===== config.mk =====
export PLATFORM = sky130hd
export DESIGN_NAME = pwm_dimmer
export DESIGN_NICKNAME = d
export VERILOG_FILES = /design/src/rtl/pwm_dimmer.sv
export SDC_FILE = /design/constraint.sdc
export NUM_CORES = 1
export LEC_CHECK = 0
export BUFFER_PORTS_ARGS = -buffer_cell sky130_fd_sc_hd__buf_4
export CAP_MARGIN = 10
export CORE_AREA = 2 2 183 113
export DETAILED_ROUTE_END_ITERATION = 10
export DIE_AREA = 0 0 185 115
export PLACE_DENSITY_LB_ADDON = 0.1
export SLEW_MARGIN = 20
export SYNTH_ARGS = -nofsm -noshare
export SYNTH_HDL_FRONTEND = slang
export SYNTH_SLANG_ARGS = --single-unit

===== constraint.sdc =====
create_clock -name i_clk -period 5.8 [get_ports i_clk]
set_clock_uncertainty 0.15 [all_clocks]
set_input_delay 0 -clock i_clk [delete_from_list [all_inputs] [get_ports i_clk]]
set_output_delay 0 -clock i_clk [all_outputs]
set_load 0.005 [all_outputs]

===== src/rtl/pwm_dimmer.sv =====
// Push-button PWM dimmer: debounced up/down/off-restore buttons pick a brightness level,
// and the PWM duty fades toward that level's target once per PWM period.
`timescale 1ns/1ps
module pwm_dimmer #(
    parameter int CLK_DIV         = 100,
    parameter int PWM_BITS        = 10,
    parameter int LEVELS          = 5,
    parameter int DEBOUNCE_CYCLES = 1000000,
    parameter int FADE_STEP       = 32
) (
    input  logic                      i_clk,
    input  logic                      i_reset,
    input  logic [2:0]                i_button,
    output logic                      o_pwm,
    output logic [$clog2(LEVELS)-1:0] o_level,
    output logic                      o_fading
);

    localparam int LW  = $clog2(LEVELS);
    localparam int DW  = PWM_BITS;
    localparam int TW  = PWM_BITS + LW;
    localparam int PSW = $clog2(CLK_DIV + 1);
    localparam int DBW = $clog2(DEBOUNCE_CYCLES + 1);
    localparam logic [DW-1:0] MAX = {DW{1'b1}};

    logic [2:0]     sync1, sync2;
    logic [DBW-1:0] db_cnt [3];
    logic [2:0]     press;
    logic [LW-1:0]  level, memory;
    logic [PSW-1:0] presc;
    logic           tick, boundary;
    logic [DW-1:0]  pwm_cnt, cnt_nxt;
    logic [DW-1:0]  duty, duty_nxt, target;

    always_ff @(posedge i_clk or posedge i_reset) begin
        if (i_reset) begin
            sync1 <= '0;
            sync2 <= '0;
        end else begin
            sync1 <= i_button;
            sync2 <= sync1;
        end
    end

    // Remaining-cycles timer per button, reloaded while low; it sits at zero once a
    // held press has fired, so holding never produces a second pulse.
    always_ff @(posedge i_clk or posedge i_reset) begin
        if (i_reset) begin
            for (int i = 0; i < 3; i++) db_cnt[i] <= '0;
            press <= '0;
        end else begin
            for (int i = 0; i < 3; i++) begin
                if (!sync2[i])
                    db_cnt[i] <= DBW'(DEBOUNCE_CYCLES);
                else if (db_cnt[i] != '0)
                    db_cnt[i] <= db_cnt[i] - 1'b1;
                press[i] <= sync2[i] && (db_cnt[i] == DBW'(1));
            end
        end
    end

    always_ff @(posedge i_clk or posedge i_reset) begin
        if (i_reset) begin
            level  <= '0;
            memory <= LW'(LEVELS - 1);
        end else if (press[2]) begin
            if (level != '0) begin
                memory <= level;
                level  <= '0;
            end else begin
                level <= memory;
            end
        end else if (press[0] && !press[1]) begin
            if (level != LW'(LEVELS - 1)) level <= level + 1'b1;
        end else if (press[1] && !press[0]) begin
            if (level != '0) level <= level - 1'b1;
        end
    end

    assign tick     = (presc == '0);
    assign boundary = tick && (pwm_cnt == MAX);
    assign cnt_nxt  = tick ? pwm_cnt + 1'b1 : pwm_cnt;
    assign target   = DW'((TW'(level) * TW'(MAX)) / TW'(LEVELS - 1));

    always_comb begin
        duty_nxt = duty;
        if (boundary) begin
            if (FADE_STEP == 0)
                duty_nxt = target;
            else if (duty < target)
                duty_nxt = (int'(target) - int'(duty) > FADE_STEP) ? duty + DW'(FADE_STEP) : target;
            else if (duty > target)
                duty_nxt = (int'(duty) - int'(target) > FADE_STEP) ? duty - DW'(FADE_STEP) : target;
        end
    end

    // o_pwm is computed from next-state counter/duty so it lines up with the registers.
    always_ff @(posedge i_clk or posedge i_reset) begin
        if (i_reset) begin
            presc   <= '0;
            pwm_cnt <= '0;
            duty    <= '0;
            o_pwm   <= 1'b0;
        end else begin
            presc   <= tick ? PSW'(CLK_DIV - 1) : presc - 1'b1;
            pwm_cnt <= cnt_nxt;
            duty    <= duty_nxt;
            o_pwm   <= (duty_nxt == MAX) || (cnt_nxt < duty_nxt);
        end
    end

    assign o_level  = level;
    assign o_fading = (duty != target);

endmodule


* Word-level counts from Yosys, hierarchy flattened
Cells that the tools add are included.
** Cells by class
- $add $sub $neg :: 11
- Multiply operators :: 1
- Magnitude comparators :: 5
- Eq/ne operators :: 11
- Multiplexer cells :: 19
- Reduce and logical (&&, ||, !) cells :: 18
** Operators by type and width (number)
- 20-bit 2-to-1 mux :: 6
- 20-bit by 1-bit == test with 1-bit output, second input constant :: 3
- 10-bit 2-to-1 mux :: 6
- 20-bit nonzero test :: 3
- 20-bit by 1-bit subtractor with 20-bit output, second input constant :: 3
- 11-bit by 7-bit greater-than comparator with 1-bit output, second input constant :: 2
- 10-bit by 10-bit subtractor with 11-bit output :: 2
- 10-bit == test, second input constant :: 2
- 10-bit < comparator :: 2
- 3-bit 2-to-1 mux :: 6
- 3-bit by 10-bit multiplier with 12-bit output, second input constant :: 1
- 10-bit by 1-bit adder with 10-bit output, second input constant :: 1
- 10-bit by 6-bit adder with 10-bit output, second input constant :: 1
- 10-bit greater-than comparator :: 1
- 10-bit inequality test :: 1
- 10-bit by 6-bit subtractor with 10-bit output, second input constant :: 1
- 3-bit nonzero test :: 3
- 7-bit logical NOT :: 1
- 7-bit 2-to-1 mux :: 1
- 7-bit by 1-bit subtractor with 7-bit output, second input constant :: 1
- 1-bit logical AND :: 6
- 2-bit by 1-bit inequality test with 1-bit output, second input constant :: 3
- 3-bit by 1-bit adder with 3-bit output, second input constant :: 1
- 3-bit by 2-bit inequality test with 1-bit output, second input constant :: 1
- 6 further kinds :: 7
** Word-level totals
- Bits in registers :: 103
- Output and inout port bits :: 5
- Logic and storage cells :: 77

* Depth between registers and ports, before layout
- Depth after elaboration :: 9
- Mapped depth :: 28
- Depth with buffers taken out :: 26

* Worst setup path before layout
No wires, ideal clock.
- Path type :: flip-flop to flip-flop
- From :: register level[1] (netlist: o_level[1])
- To :: register o_pwm
- Library setup time :: 0.104 ns
- Arrival time :: 5.955 ns
- Required time :: 5.546 ns
- Path slack :: -0.408 ns
- Stages on the path, launching flop included :: 25
- Cell sequence :: dfrtp_1 fa_1 ha_1 inv_1 fa_1 inv_1 fa_1 ha_1 buf_2 a21oi_1 nor2_1 or4_1 o2111ai_1 a211oi_4 and4_1 nor2_1 mux2i_1 ha_1 a21o_1 a21o_1 a21oi_1 nor2_1 a211oi_1 o41ai_2 o41ai_2
** Between the ends
- Word-level cells in the longest chain between the ends :: 9
- Elaborated cells between the ends (all ways) :: 15
- Those cells by class :: add/sub (2); mul (1); order compare (5); eq/ne (1); mux (5); reduce/logical (1)
** RTL lines
- from (decl) :: line 29 : logic [LW-1:0] level, memory;
- from (signal assigned) :: line 71 : level <= memory;
- from (signal assigned) :: line 74 : if (level != LW'(LEVELS - 1)) level <= level + 1'b1;
- from (signal assigned) :: line 76 : if (level != '0) level <= level - 1'b1;
- 3-bit by 10-bit multiplier with 12-bit output * :: line 83 : assign target = DW'((TW'(level) * TW'(MAX)) / TW'(LEVELS - 1));
- 10-bit by 10-bit subtractor with 11-bit output :: line 93 : duty_nxt = (int'(duty) - int'(target) > FADE_STEP) ? duty - DW'(FADE_STEP) : target;
- 11-bit by 7-bit greater-than comparator with 1-bit output :: line 93
- 10-bit 2-to-1 mux :: line 93
- 10-bit 2-to-1 mux :: line 92 : else if (duty > target)
- 10-bit 2-to-1 mux * :: line 90 : else if (duty < target)
- 10-bit 2-to-1 mux * :: line 87 : if (boundary) begin
- 10-bit < comparator / 10-bit == test (equally long branches) :: line 108 : o_pwm <= (duty_nxt == MAX) || (cnt_nxt < duty_nxt);
- 1-bit logical OR * :: line 108
- to (signal assigned) :: line 108
- to (decl) :: line 14 : output logic o_pwm,
Every way passes the cells marked *; elsewhere a longest branch is shown, timed or not.
A chain may end at the register's enable or synchronous reset.

* Final worst setup path
- From :: register level[1] (netlist: o_level[1])
- To :: register o_pwm
** Between the ends
- Word-level cells in the longest chain between the ends :: 9
- Elaborated cells between the ends (all ways) :: 15
- Those cells by class :: add/sub (2); mul (1); order compare (5); eq/ne (1); mux (5); reduce/logical (1)
** RTL lines
- 3-bit by 10-bit multiplier with 12-bit output * :: line 83
- 10-bit by 10-bit subtractor with 11-bit output :: line 93
- 11-bit by 7-bit greater-than comparator with 1-bit output :: line 93
- 10-bit 2-to-1 mux :: line 93
- 10-bit 2-to-1 mux :: line 92
- 10-bit 2-to-1 mux * :: line 90
- 10-bit 2-to-1 mux * :: line 87
- net duty_nxt[7] :: line 33 : logic [DW-1:0] duty, duty_nxt, target;
- 10-bit < comparator / 10-bit == test (equally long branches) :: line 108
- 1-bit logical OR * :: line 108
The timed path passes the listed nets; every way through them passes the cells marked *.

==> flow_metrics.tcl <==
set metrics [dict create \
    synth_compound_area_share_pct 15.46 \
    postLayoutCellArea_mm2 0.008200 \
    routabilityCongestion 0.8766 \
    synth_top_family_by_area "simple AND/OR/NAND/NOR gates" \
    htree_num_levels 3 \
    dieArea_mm2 0.02128 \
    synth_cell_types 77 \
    wirelength_um 16050 \
    num_antenna_cells 0 \
    clk_pin_slew_ns 0.07 \
    tightest_slew_ns 0.7144 \
    finalSetupViolations 1 \
    cts.sinks 103 \
    pin_count 10 \
    synth.area.top_cells "dfrtp_1 (38%), ha_1 (8.0%), xnor2_1 (5.3%), xor2_1 (3.0%), nand2_1 (2.8%)" \
    via_per_inst 5.046 \
    cp_data_arrival_time_ns 6.12 \
    dieHeight_um 115 \
    outcome "finished, violations left" \
    fin_crit_ns 6.028 \
    antenna_left 0 \
    synthXorXnorAreaFrac_pct 8.286 \
    grt_max_degree 80 \
    start_kind "register" \
    numCtsBuffers 9 \
    area_delta_synth_final_pct 21.21 \
    tns_ns -0.2285 \
    synth_top_area_share_pct 37.73 \
    drive_above_1_share_pct 20.05 \
    synth.area.mux_share_pct 1.960 \
    worst_slack_ns -0.2285 \
    synthAdderAreaFrac_pct 10.32 \
    fmax_ghz 0.1659 \
    grt_setup_unrepaired "yes" \
    yosys.area_share.simple_pct 22.05 \
    required_ns 5.89 \
    period_share_pct 103.9 \
    dp_hpwl_um 12260 \
    endpoint_kind "register" \
    fin_nets 854 \
    core.rowCount 40 \
    final_hold_viol_count 0 \
    yosys_warnings 0 \
    drtIter0Drc 425 \
    initial_utilization_pct 34.48 \
    async_flop_share_pct 100.0 \
    die_width_um 185 \
    path_class "reg2reg" \
    place_area_mm2 0.007692 \
    peakVddDrop_uv 133.2 \
    maxSlewHeadroom_pct 52.37 \
    cts_buffer_depth 2 \
    grt_pass1_vias 5202 \
    placement.io_buffers 9 \
    power_density_mw_per_mm2 178.9 \
    critPathMaxStageDelay_ns 0.58 \
    grt_antenna_before_repair 0 \
    netlist_instances 710 \
    power.leakage_nw 3.595 \
    hp-class "in2async" \
    synthFlopType "dfrtp_1" \
    ys_ff_latch 103 \
    syn_nets 766 \
    ys_seq_area_share_pct 38.12 \
    post_drt_wl_per_cell_um 14.91 \
    synth_top_cell_by_area "dfrtp_1" \
    root_buffer "clkbuf_16" \
    crit_start "o_level[1]" \
    synthesis.area_mm2 0.006765 \
    maxSlewViolCount 0 \
    synth_edf_count 0 \
    cts_tree "yes" \
    timing.rr.start "o_level[1]" \
    overflow 0 \
    grt_pass1_wl_um 27080 \
    cp_slowest_cell "fa_1" \
    violations "negative setup slack" \
    drc 0 \
    grt.total_usage_pct 16.06 \
    first_pass_iters 5 \
    avgSynthCellArea_um2 9.529 \
    cap_violations 0 \
    crit_fanout 5 \
    insertion_delay_ns 0.34 \
    core-area_mm2 0.01962 \
    r2r.worst_path.cells 26 \
    vias 5429 \
    whs_ns 0.02379 \
]
==> registers in the layout (all words and copies together), names as in the netlist <==
name,flops
sync2,3
presc,7
db_cnt,60
sync1,3
pwm_cnt,10
o_level,3
duty,10
o_pwm,1
memory,3
press,3
==> cell usage after synthesis (all sizes together) (4+ instances only) <==
cell,instances
or4,10
or3,21
nand2,52
a21boi,11
o41ai,4
o21a,8
ha,43
o22ai,4
nand4,10
and2,28
a21oi,24
nor3,30
mux2i,11
nor3b,4
xnor2,41
a21o,9
a211oi,5
and4,5
o311ai,4
o211ai,7
nand3,24
nor2b,9
inv,48
clkbuf,11
dfrtp,102
fa,8
or2,8
nor2,42
and3,7
nor4,12
xor2,23
buf,6
o21ai,29
nand2b,4
==> cells by family after synthesis <==
logic type	after synthesis
AND/OR/NAND/NOR	276
flip-flops	103
adder cells (fa/ha/maj)	51
AO/OA/AOI/OAI	138
XOR/XNOR	64
multiplexers	13
buffers and inverters	65
==> stage by stage <==
step | cells | setup slack (ns) | utilization [%] | power (W)
after global routing | 1076 | -0.4748 | 41.80 | 0.001549
after global placement | 1047 | -0.2602 | 39.21 | 0.0009188
after detailed placement | 1047 | -0.3044 | 39.21 | 0.0009240
after CTS | 1075 | -0.2166 | 41.38 | 0.001487
final | 1076 | -0.2285 | 41.80 | 0.001467
after floorplan | 710 | -0.02754 | - | 0.0008906
==> layout make-up <==
class	instances	area [um2]
timing repair buffer	94	730.7
clock buffer	11	232.7
sequential	103	2581
multi-input combinational	542	4096
fill	1908	11420
inverter	48	182.7
tap	273	341.6
clock inverter	5	35.03
==> where the power goes <==
| group | switching [W] | internal [W] | total [W] | leakage [nW] |
|---|---|---|---|---|
| Combinational | 0.0000680 | 0.0000572 | 0.000125 | 2.21 |
| Clock | 0.000263 | 0.000291 | 0.000554 | 0.118 |
| Sequential | 0.0000381 | 0.000750 | 0.000788 | 1.27 |
| Total | 0.000370 | 0.00110 | 0.00147 | 3.59 |
==> per-layer routing <==
metal / vias up / GRT usage [%] / share of wire (%)
li1: 2715 / - / -
met4: 0 / 1.746 / 0.42
met3: 10 / 5.068 / 5.8
met1: 2599 / 25.59 / 56
met2: 105 / 21.35 / 37
met5: - / 0 / 0
==> cell usage in the layout (no fill, tap or decap), drive strengths merged, types with 9 or more instances in the layout <==
cell,netlist,layout
a21o,9,9
a21boi,11,11
a21oi,24,24
dfrtp,102,102
o21ai,29,29
and2,28,28
buf,6,90
or3,21,21
mux2i,11,11
nor2b,9,9
nand4,10,10
or4,10,10
nor3,30,30
ha,43,43
nand2,52,52
nor4,12,12
xnor2,41,41
inv,48,48
xor2,23,23
nand3,24,24
clkbuf,11,11
nor2,42,42
==> repair_timing <==
item / in CTS / in global routing
hold endpoints to repair: 27 / 0
gates resized for setup: 14 / 12
pin swaps: 19 / 8
setup endpoints to repair: 1 / 1
buffers inserted: 8 / 1
hold buffers: 4 / 0
==> final timing paths <==
| path | slack (ns) | endpoint |
|---|---|---|
| max | -0.23 | o_pwm |
| min | 0.02 | sync1[2] |
| min reg2reg | 0.20 | sync2[1] |
| max reg2reg | -0.23 | o_pwm |
| max in group asynchronous | 4.44 | o_level[0] |
| min in group i_clk | 0.16 | sync1[2] |
==> worst max-delay path, delay by kind of cell, from the launching register on <==
| kind | cells | cell delay, ns |
|---|---|---|
| AND/OR/NAND/NOR | 2 | 0.19 |
| adder cells (fa/ha/maj) | 6 | 2.21 |
| AO/OA/AOI/OAI | 10 | 2.12 |
| buffers and inverters | 8 | 0.82 |
| flip-flops | 1 | 0.42 |
(Power assumes the default switching activity.)
